--- src/rtl/fsm_pkg.sv ---
// Shared constants for the s0 AXI slave FSMs (read side and write side).
// Holds the s0 register/FIFO address map, AXI response and burst codes,
// and the one-hot state encoding used by both FSMs.
package fsm_pkg;

  // s0 address map, decoded on araddr[7:0] / awaddr[7:0]
  localparam logic [7:0] ADDR_VARINT_LO = 8'h00;
  localparam logic [7:0] ADDR_VARINT_HI = 8'h01;
  localparam logic [7:0] ADDR_STATUS    = 8'h08;
  localparam logic [7:0] ADDR_RAW       = 8'hF0;

  localparam logic [1:0] RESP_OKAY   = 2'b00;
  localparam logic [1:0] RESP_SLVERR = 2'b10;

  localparam logic [1:0] BURST_FIXED = 2'b00;
  localparam logic [1:0] BURST_INCR  = 2'b01;
  localparam logic [1:0] BURST_WRAP  = 2'b10;

  // Only 32-bit beats are supported
  localparam logic [2:0] SIZE_4B = 3'b010;

  typedef enum logic [3:0] {
    ST_INIT     = 4'b0001,
    ST_AR_READY = 4'b0010,
    ST_FETCH    = 4'b0100,
    ST_R_VALID  = 4'b1000
  } fsm_state_e;

  function automatic logic addr_mapped(input logic [7:0] a);
    return (a == ADDR_VARINT_LO) || (a == ADDR_VARINT_HI) ||
           (a == ADDR_STATUS)    || (a == ADDR_RAW);
  endfunction

endpackage

--- src/rtl/axi_rd_fsm.sv ---
// AXI4 read-channel slave for port s0. Returns results of the varint and
// raw-data engines by popping their show-ahead output FIFOs, and exposes a
// read-only status word.
//
// Ports:
//   clk, reset             clock, async active-low reset
//   axs_s0_ar*             read address channel (araddr[7:0] decoded)
//   axs_s0_r*              read data channel
//   varint_out_q/_empty    64-bit varint FIFO head / empty
//   varint_out_pop         one-cycle pop of the varint FIFO
//   raw_data_out_q/_empty  32-bit raw FIFO head / empty
//   raw_data_out_pop       one-cycle pop of the raw FIFO
//
// Every beat is FETCH -> R_VALID. A beat stuck on an empty FIFO for
// EMPTY_TIMEOUT cycles completes with SLVERR and zero data.
module axi_rd_fsm
  import fsm_pkg::*;
#(
  parameter int EMPTY_TIMEOUT = 1024  // 1..65535
) (
  input  logic        clk,
  input  logic        reset,
  input  logic [3:0]  axs_s0_arid,
  input  logic [15:0] axs_s0_araddr,
  input  logic [7:0]  axs_s0_arlen,
  input  logic [2:0]  axs_s0_arsize,
  input  logic [1:0]  axs_s0_arburst,
  input  logic        axs_s0_arvalid,
  output logic        axs_s0_arready,
  output logic [3:0]  axs_s0_rid,
  output logic [31:0] axs_s0_rdata,
  output logic [1:0]  axs_s0_rresp,
  output logic        axs_s0_rlast,
  output logic        axs_s0_rvalid,
  input  logic        axs_s0_rready,
  input  logic [63:0] varint_out_q,
  input  logic        varint_out_empty,
  output logic        varint_out_pop,
  input  logic [31:0] raw_data_out_q,
  input  logic        raw_data_out_empty,
  output logic        raw_data_out_pop
);

  localparam logic [15:0] TMO_LAST = 16'(EMPTY_TIMEOUT - 1);

  fsm_state_e  state_q, state_d;
  logic [3:0]  rid_q, rid_d;
  logic [7:0]  addr_q, addr_d;
  logic [7:0]  beat_q, beat_d;
  logic [15:0] tmo_q, tmo_d;
  logic [15:0] errcnt_q, errcnt_d;
  logic [31:0] rdata_q, rdata_d;
  logic [1:0]  rresp_q, rresp_d;
  logic        err_q, err_d;

  // Only the low address byte is decoded
  logic unused_addr_hi;
  assign unused_addr_hi = ^axs_s0_araddr[15:8];

  // Source readiness and data for the latched address. Status never waits.
  logic        src_ready;
  logic [31:0] src_data;
  logic [15:0] errcnt_inc;

  always_comb begin
    src_ready = 1'b0;
    src_data  = 32'h0;
    case (addr_q)
      ADDR_VARINT_LO: begin
        src_ready = !varint_out_empty;
        src_data  = varint_out_q[31:0];
      end
      ADDR_VARINT_HI: begin
        src_ready = !varint_out_empty;
        src_data  = varint_out_q[63:32];
      end
      ADDR_RAW: begin
        src_ready = !raw_data_out_empty;
        src_data  = raw_data_out_q;
      end
      ADDR_STATUS: begin
        src_ready = 1'b1;
        src_data  = {errcnt_q, 14'h0, raw_data_out_empty, varint_out_empty};
      end
      default: ;
    endcase
  end

  assign errcnt_inc = (errcnt_q == 16'hFFFF) ? errcnt_q : errcnt_q + 16'd1;

  always_comb begin
    state_d          = state_q;
    rid_d            = rid_q;
    addr_d           = addr_q;
    beat_d           = beat_q;
    tmo_d            = tmo_q;
    errcnt_d         = errcnt_q;
    rdata_d          = rdata_q;
    rresp_d          = rresp_q;
    err_d            = err_q;
    axs_s0_arready   = 1'b0;
    axs_s0_rvalid    = 1'b0;
    axs_s0_rlast     = 1'b0;
    varint_out_pop   = 1'b0;
    raw_data_out_pop = 1'b0;

    case (state_q)
      ST_INIT: begin
        errcnt_d = 16'h0;
        state_d  = ST_AR_READY;
      end

      ST_AR_READY: begin
        axs_s0_arready = 1'b1;
        if (axs_s0_arvalid) begin
          rid_d   = axs_s0_arid;
          addr_d  = axs_s0_araddr[7:0];
          beat_d  = axs_s0_arlen;
          err_d   = !addr_mapped(axs_s0_araddr[7:0]) ||
                    (axs_s0_arsize != SIZE_4B) ||
                    (axs_s0_arburst == BURST_WRAP);
          state_d = ST_FETCH;
        end
      end

      ST_FETCH: begin
        if (err_q) begin
          rdata_d  = 32'h0;
          rresp_d  = RESP_SLVERR;
          errcnt_d = errcnt_inc;
          tmo_d    = 16'h0;
          state_d  = ST_R_VALID;
        end else if (src_ready) begin
          rdata_d          = src_data;
          rresp_d          = RESP_OKAY;
          varint_out_pop   = (addr_q == ADDR_VARINT_HI);
          raw_data_out_pop = (addr_q == ADDR_RAW);
          tmo_d            = 16'h0;
          state_d          = ST_R_VALID;
        end else if (tmo_q == TMO_LAST) begin
          rdata_d  = 32'h0;
          rresp_d  = RESP_SLVERR;
          errcnt_d = errcnt_inc;
          tmo_d    = 16'h0;
          state_d  = ST_R_VALID;
        end else begin
          tmo_d = tmo_q + 16'd1;
        end
      end

      ST_R_VALID: begin
        axs_s0_rvalid = 1'b1;
        axs_s0_rlast  = (beat_q == 8'h0);
        if (axs_s0_rready) begin
          if (beat_q == 8'h0) begin
            state_d = ST_AR_READY;
          end else begin
            // Address is not advanced: FIXED and INCR re-read the same slot
            beat_d  = beat_q - 8'd1;
            state_d = ST_FETCH;
          end
        end
      end

      default: state_d = ST_INIT;
    endcase
  end

  always_ff @(posedge clk or negedge reset) begin
    if (!reset) begin
      state_q  <= ST_INIT;
      rid_q    <= 4'h0;
      addr_q   <= 8'h0;
      beat_q   <= 8'h0;
      tmo_q    <= 16'h0;
      errcnt_q <= 16'h0;
      rdata_q  <= 32'h0;
      rresp_q  <= 2'b00;
      err_q    <= 1'b0;
    end else begin
      state_q  <= state_d;
      rid_q    <= rid_d;
      addr_q   <= addr_d;
      beat_q   <= beat_d;
      tmo_q    <= tmo_d;
      errcnt_q <= errcnt_d;
      rdata_q  <= rdata_d;
      rresp_q  <= rresp_d;
      err_q    <= err_d;
    end
  end

  assign axs_s0_rid   = rid_q;
  assign axs_s0_rdata = rdata_q;
  assign axs_s0_rresp = rresp_q;

endmodule

--- config.mk ---
export PLATFORM = sky130hd
export DESIGN_NAME = axi_rd_fsm
export DESIGN_NICKNAME = d
export VERILOG_FILES = /design/src/rtl/fsm_pkg.sv /design/src/rtl/axi_rd_fsm.sv
export SDC_FILE = /design/constraint.sdc
export NUM_CORES = 1
export LEC_CHECK = 0
export ABC_AREA = 0
export CAP_MARGIN = 20
export CORE_ASPECT_RATIO = 0.9
export CORE_MARGIN = 4
export CORE_UTILIZATION = 47
export CTS_BUF_LIST = sky130_fd_sc_hd__clkbuf_8
export CTS_CLUSTER_SIZE = 30
export DETAILED_ROUTE_END_ITERATION = 16
export PLACE_DENSITY = 0.93
export SETUP_SLACK_MARGIN = 0.5
export SLEW_MARGIN = 10
export SYNTH_ARGS = -nofsm -noshare
export SYNTH_HDL_FRONTEND = slang
export SYNTH_SLANG_ARGS = --single-unit
--- constraint.sdc ---
create_clock -name clk -period 2.6 [get_ports clk]
set_input_delay 0.26 -clock clk [delete_from_list [all_inputs] [get_ports clk]]
set_output_delay 0.26 -clock clk [all_outputs]
set_load 0.05 [all_outputs]
==> results of run 1 <==
synth_stat cells (all sizes together), types with 5 or more instances:
cell type	instances	area [µm²]
and2	10	62.6
nand2	44	165
nor3	9	45.0
dfrtp	89	2230
a21o	7	52.6
buf	20	113
nor2	30	113
xor2	8	70.1
a31oi	5	37.5
clkbuf	22	82.6
and3	7	43.8
a21oi	26	130
o21ai	29	160
a22oi	44	330
a22o	23	201
nor4	8	92.6
o22ai	18	113
nand3	27	135
nand4	9	56.3
mux2	12	135
inv	8	30.0
nor4b	5	68.8
mux2i	5	50.1
o31ai	21	168
or4	6	48.8
kinds of logic (layout without fill, tap and decap cells):
logic type / count (synthesis) / in the layout / share of synthesized area
flip-flops: 90 / 90 / 0.431
AO/OA/AOI/OAI: 196 / 201 / 0.270
buffers and inverters: 50 / 256 / 0.0430
AND/OR/NAND/NOR: 177 / 177 / 0.193
other: 1 / 1 / 0.000717
XOR/XNOR: 12 / 12 / 0.0201
multiplexers: 17 / 17 / 0.0354
adder cells (fa/ha/maj): 3 / 3 / 0.00717
worst max path at each step:
stage | slack (ps) | endpoint | cells past startpoint
after detailed placement | 250 | errcnt_q[5] | 5
after floorplan | 490 | errcnt_q[13] | 7
after global routing | 290 | raw_data_out_pop | 5
final | 280 | raw_data_out_pop | 5
after global placement | 320 | axs_s0_rdata[12] | 5
after CTS | 420 | axs_s0_rresp[1] | 6
metal layers:
metal	GRT usage	routed length [µm]	vias up
met5	0	0	-
met4	0.120	1120	0
met3	0.0821	2460	118
met2	0.502	10000	529
met1	0.351	7360	2855
li1	-	-	2528
metrics by stage:
stage | cell area [µm²] | power, W
finish | 8170 | 0.00601
global route | 8170 | 0.00626
CTS | 7850 | 0.00560
detailed placement | 7190 | 0.00431
global placement | 7190 | 0.00416
floorplan | 5290 | 0.00348
area by class of cell:
cell class,count,share of cell area
well taps,152,0.0233
clock buffers,9,0.0152
multi-input cells,411,0.393
clock inverters,7,0.00858
flip-flops and latches,90,0.276
repair buffers,232,0.280
inverters,8,0.00429
sequential cells by signal (all words and copies together) (netlist names):
name and count:
axs_s0_rdata 32, errcnt_q 16, tmo_q 16, addr_q 8, beat_q 8, axs_s0_rid 4
state_q 4, axs_s0_rresp 1, err_q 1
layout by cell type, fill, tap and decap left out, drive strengths merged, types with 5 or more instances in the layout:
cell type	count
o21ai	32
a22oi	44
o31ai	21
inv	10
xor2	8
nor4b	5
and3	7
mux2i	5
nand4	9
a21oi	26
clkdlybuf4s50	162
nand3	27
clkbuf	9
nor4	8
nor3	9
buf	69
nor2	30
nand2	44
or4	6
a31oi	5
dfrtp	89
o22ai	18
a21o	7
a22o	23
mux2	12
and2	10
power breakdown:
part	switching (W)	total (W)	leakage [nW]	internal, W
logic	0.00151	0.00274	1.93	0.00123
clock network	0.000543	0.000986	0.0931	0.000442
registers	0.000551	0.00229	1.17	0.00173
total	0.00260	0.00601	3.19	0.00341
timing repair:
action | 4_1_cts | 5_1_grt
gates resized for setup | 51 | 35
pin swaps | 45 | 28
hold buffers | 1 | 0
gates cloned | 4 | 1
buffers inserted | 25 | 16
endpoints found under the setup margin | 74 | 81
hold endpoints to repair | 40 | 0
==> flow_summary.yaml, run 1 <==
outcome:
  status: "complete, no violations"
final_layout:
  multi_input_area_um2: 3210
  syn_to_final_growth_pct: 56.1
  post-route-util: 0.753
  nFillCells: 649
  drive_gt1_frac: 0.215
  n_antenna_cell: 0
  nNetsFinal: 890
  finalNonFillerCells: 909
  ff_latch_area_um2: 2260
drt:
  viasPerCell: 6.63
  wl_per_cell_um: 23.0
  drtAntennaViolNets: 0
  drcViolationCount: 0
  dr.pass1.iters: 6
  drt_iter0_markers: 862
  drt_wl_total_um: 20900
  vias: 6030
floorplan:
  fp-row-count: 36
  core-area_um2: 10900
  die_area_um2: 12900
  io_pins: 178
  fp.dieH_um: 108
  die_x_um: 119
  initial_core_util: 0.482
synthesis:
  syn-num-nets: 684
  ys.flop_type: "dfrtp_1"
  yosysWarningCount: 0
  yosysUniqueCellTypes: 69
  synth_edf_count: 0
  syn_inst: 546
  ys_seq_area_frac: 0.431
  avgSynthCellArea_um2: 9.58
  netlist_area_um2: 5230
  synth_seq_cells: 90
  async_reset_ff_frac: 1.00
worst_setup_path:
  rr_startpoint: "tmo_q[15]"
  path_cells: "nor3_4, nand3_4, a21oi_4, and2_4, buf_12"
  worstPathMaxFanout: 7
  cp-start-kind: "flip-flop"
  critPathLaunch: "addr_q[1]"
  r2r-end: "errcnt_q[2]"
  r2r_slack_ps: 360
  path_buf_inv: 1
  required_ps: 2340
  critical_path_class: "reg -> out"
  critical_path.top_delay_family: "simple AND/OR/NAND/NOR gates"
  critical_path_arrival_ps: 2060
  critPathSlowestCell: "dfrtp_2"
  max_stage_delay_ps: 530
  end_kind: "primary output"
  rr_worst_depth: 7
job:
  drv_cap: 0
sta:
  tightest_slew_ps: 619
  maxSlewViolCount: 0
  finalHoldViolCount: 0
  fin_ws_ps: 282
  rsz0062_at_grt: "yes"
  fin_tns_setup_ps: 0
  timing.hold.ws_ps: 404
  fin_crit_sh: 0.892
  fmax_ghz: 0.431
  finalCriticalPeriod_ps: 2320
  fin_skew_ps: 19.9
  setup_viol: 0
  relSlewSlack: 0.587
clocking:
  cts_buffers: 9
  tritoncts: "done"
  htreeDepth: 3
  cts-root-buf: "clkbuf_8"
  max-clock-path-buffers: 2
  clk-insertion-delay-late_ps: 390
  clock-sinks: 90
  clk_pin_slew_ps: 100
grt:
  grt_max_degree: 51
  track_usage: 0.293
  grt-ovfl-total: 0
  grt_pass1_wl_um: 30100
  antenna_found_initial: 0
  grt_pass1_vias: 5813
place:
  hpwl_um: 12800
  pre_cts_slack_ps: 253
  gp_congestion: 0.931
  io_buffers: 168
  placedCellCount: 846
worst_hold_path:
  hold_class: "in -> async"
power:
  leakage_nw: 3.19
  ir_worst_vdd_mv: 0.623
  power_per_cell_area_nw_per_um2: 736
Note: power is estimated with default switching activity, not from simulation.
==> inputs of run 2 (changes only) <==
- CORE_UTILIZATION: 47 -> 35
- PLACE_DENSITY: 0.93 -> 0.75
==> flow_summary.yaml, run 2 (same netlist as run 1, synthesis figures left out) <==
worst_setup_path:
  worstPathMaxFanout: 5
  critical_path_arrival_ps: 1940
  critical_path_class: "reg -> out"
  critPathSlowestCell: "dfrtp_2"
  cp-start-kind: "flip-flop"
  end_kind: "primary output"
  path_cells: "nor4_4, o21ai_4, a21oi_4, and2_4, buf_12"
  required_ps: 2340
  max_stage_delay_ps: 500
final_layout:
  nFillCells: 1154
  n_antenna_cell: 0
  postLayoutCellArea_um2: 8480
  mostFrequentLayoutCells: "162 x clkdlybuf4s50_1, 81 x dfrtp_1, 57 x buf_4"
  syn_to_final_growth_pct: 62.1
  multi_input_area_um2: 3300
  ff_latch_area_um2: 2260
  nNetsFinal: 897
  finalNonFillerCells: 962
  drive_gt1_frac: 0.237
  final_common_cell: "clkdlybuf4s50_1"
  largest_reg_flops: 32
drt:
  vias: 5624
  drt_iter0_markers: 540
  dr.pass1.iters: 5
  drtAntennaViolNets: 0
  viasPerCell: 5.85
  drcViolationCount: 0
  wl_per_cell_um: 19.6
  drt_wl_total_um: 18900
place:
  io_buffers: 168
  placedCellCount: 890
  placed_area_um2: 7240
  pre_cts_slack_ps: 227
  gp_congestion: 0.923
  hpwl_um: 12400
power:
  p_total_w: 0.00615
  pwr-share-seq: 0.363
  combPwrFrac: 0.451
  p_int_w: 0.00366
  power_per_cell_area_nw_per_um2: 725
  net-switching-power_w: 0.00249
  leakage_nw: 3.30
  switching_share: 0.405
  p_clk_frac: 0.186
  ir_worst_vdd_mv: 0.651
sta:
  fin_ws_ps: 400
  relSlewSlack: 0.570
  fin_crit_sh: 0.846
  fmax_ghz: 0.455
  finalCriticalPeriod_ps: 2200
  tightest_slew_ps: 645
  finalHoldViolCount: 0
  maxSlewViolCount: 0
  setup_viol: 0
  rsz0062_at_grt: "yes"
  fin_tns_setup_ps: 0
  fin_skew_ps: 17.8
grt:
  use_met1: 0.259
  grt_max_degree: 48
  antenna_found_initial: 0
  grt-ovfl-total: 0
  grt_pass1_wl_um: 27700
  track_usage: 0.205
  grtUsageMet2: 0.345
  grt_pass1_vias: 5492
  use_met3: 0.0521
  busiest_layer: "met2"
clocking:
  clk_pin_slew_ps: 90
  tritoncts: "done"
  htreeDepth: 3
  clk-insertion-delay-late_ps: 370
  max-clock-path-buffers: 2
  clock-sinks: 90
  cts-root-buf: "clkbuf_8"
  cts_buffers: 9
floorplan:
  die_x_um: 137
  core-area_um2: 14700
  die_area_um2: 17000
  fp.dieH_um: 124
  fp-row-count: 42
  initial_core_util: 0.357
  io_pins: 178
job:
  drv_cap: 0
worst_hold_path:
  hold_class: "in -> async"
outcome:
  status: "complete, no violations"
[run 2: metrics by stage]
step / utilization / hold WS, ps
6_report: 0.579 / 450
5_1_grt: 0.579 / 485
4_1_cts: 0.544 / 465
3_3_place_gp: 0.494 / 319
3_5_place_dp: 0.494 / 327
2_1_floorplan: - / -35.6
[run 2: repair_timing]
action / CTS / global route
gates resized for setup: 50 / 57
endpoints found under the hold margin: 45 / 0
cloned: 3 / 1
setup buffers: 29 / 22
pin swaps: 35 / 29
endpoints found under the setup margin: 73 / 81
hold buffers: 1 / 0
[run 2: critical path, delay by kind of cell, from the launching register on]
family                 cells  cell delay (ps)
buffers and inverters      1              130
and+or+nand+nor            2              620
AOI/OAI and AO/OA          2              320
DFF                        1              500
[run 2: worst paths after layout]
kind                                  from          endpoint  slack [ps]  cells after the start
max                              addr_q[1]  raw_data_out_pop         400                      5
min reg2reg                axs_s0_rdata[6]   axs_s0_rdata[6]         480                      1
min in group clk           axs_s0_rdata[6]   axs_s0_rdata[6]         480                      1
min                                  reset         beat_q[7]         450                      2
max in group asynchronous            reset        state_q[0]        1430                      3
max reg2reg                      tmo_q[11]   axs_s0_rdata[1]         450                      6
[run 2: layout make-up]
type                       count  share of cell area
clock buffer                   9              0.0146
inverter                       8             0.00443
timing repair buffer         241               0.283
sequential                    90               0.267
clock inverter                 7              0.0130
tap                          198              0.0292
multi-input combinational    409               0.389
[run 2: layer usage]
| metal | routed length, µm | vias to the layer above |
|---|---|---|
| met1 | 7480 | 2689 |
| li1 | - | 2540 |
| met2 | 9010 | 339 |
| met4 | 499 | 0 |
| met3 | 1890 | 56 |
| met5 | 0 | - |
[run 2: power groups by stage]
stage	clock network [W]	registers [W]	logic, W
finish	0.00115	0.00223	0.00277
global route	0.00122	0.00229	0.00298
CTS	0.00116	0.00219	0.00250
detailed placement	0	0.00219	0.00209
global placement	0	0.00215	0.00202
floorplan	0	0.00219	0.00129
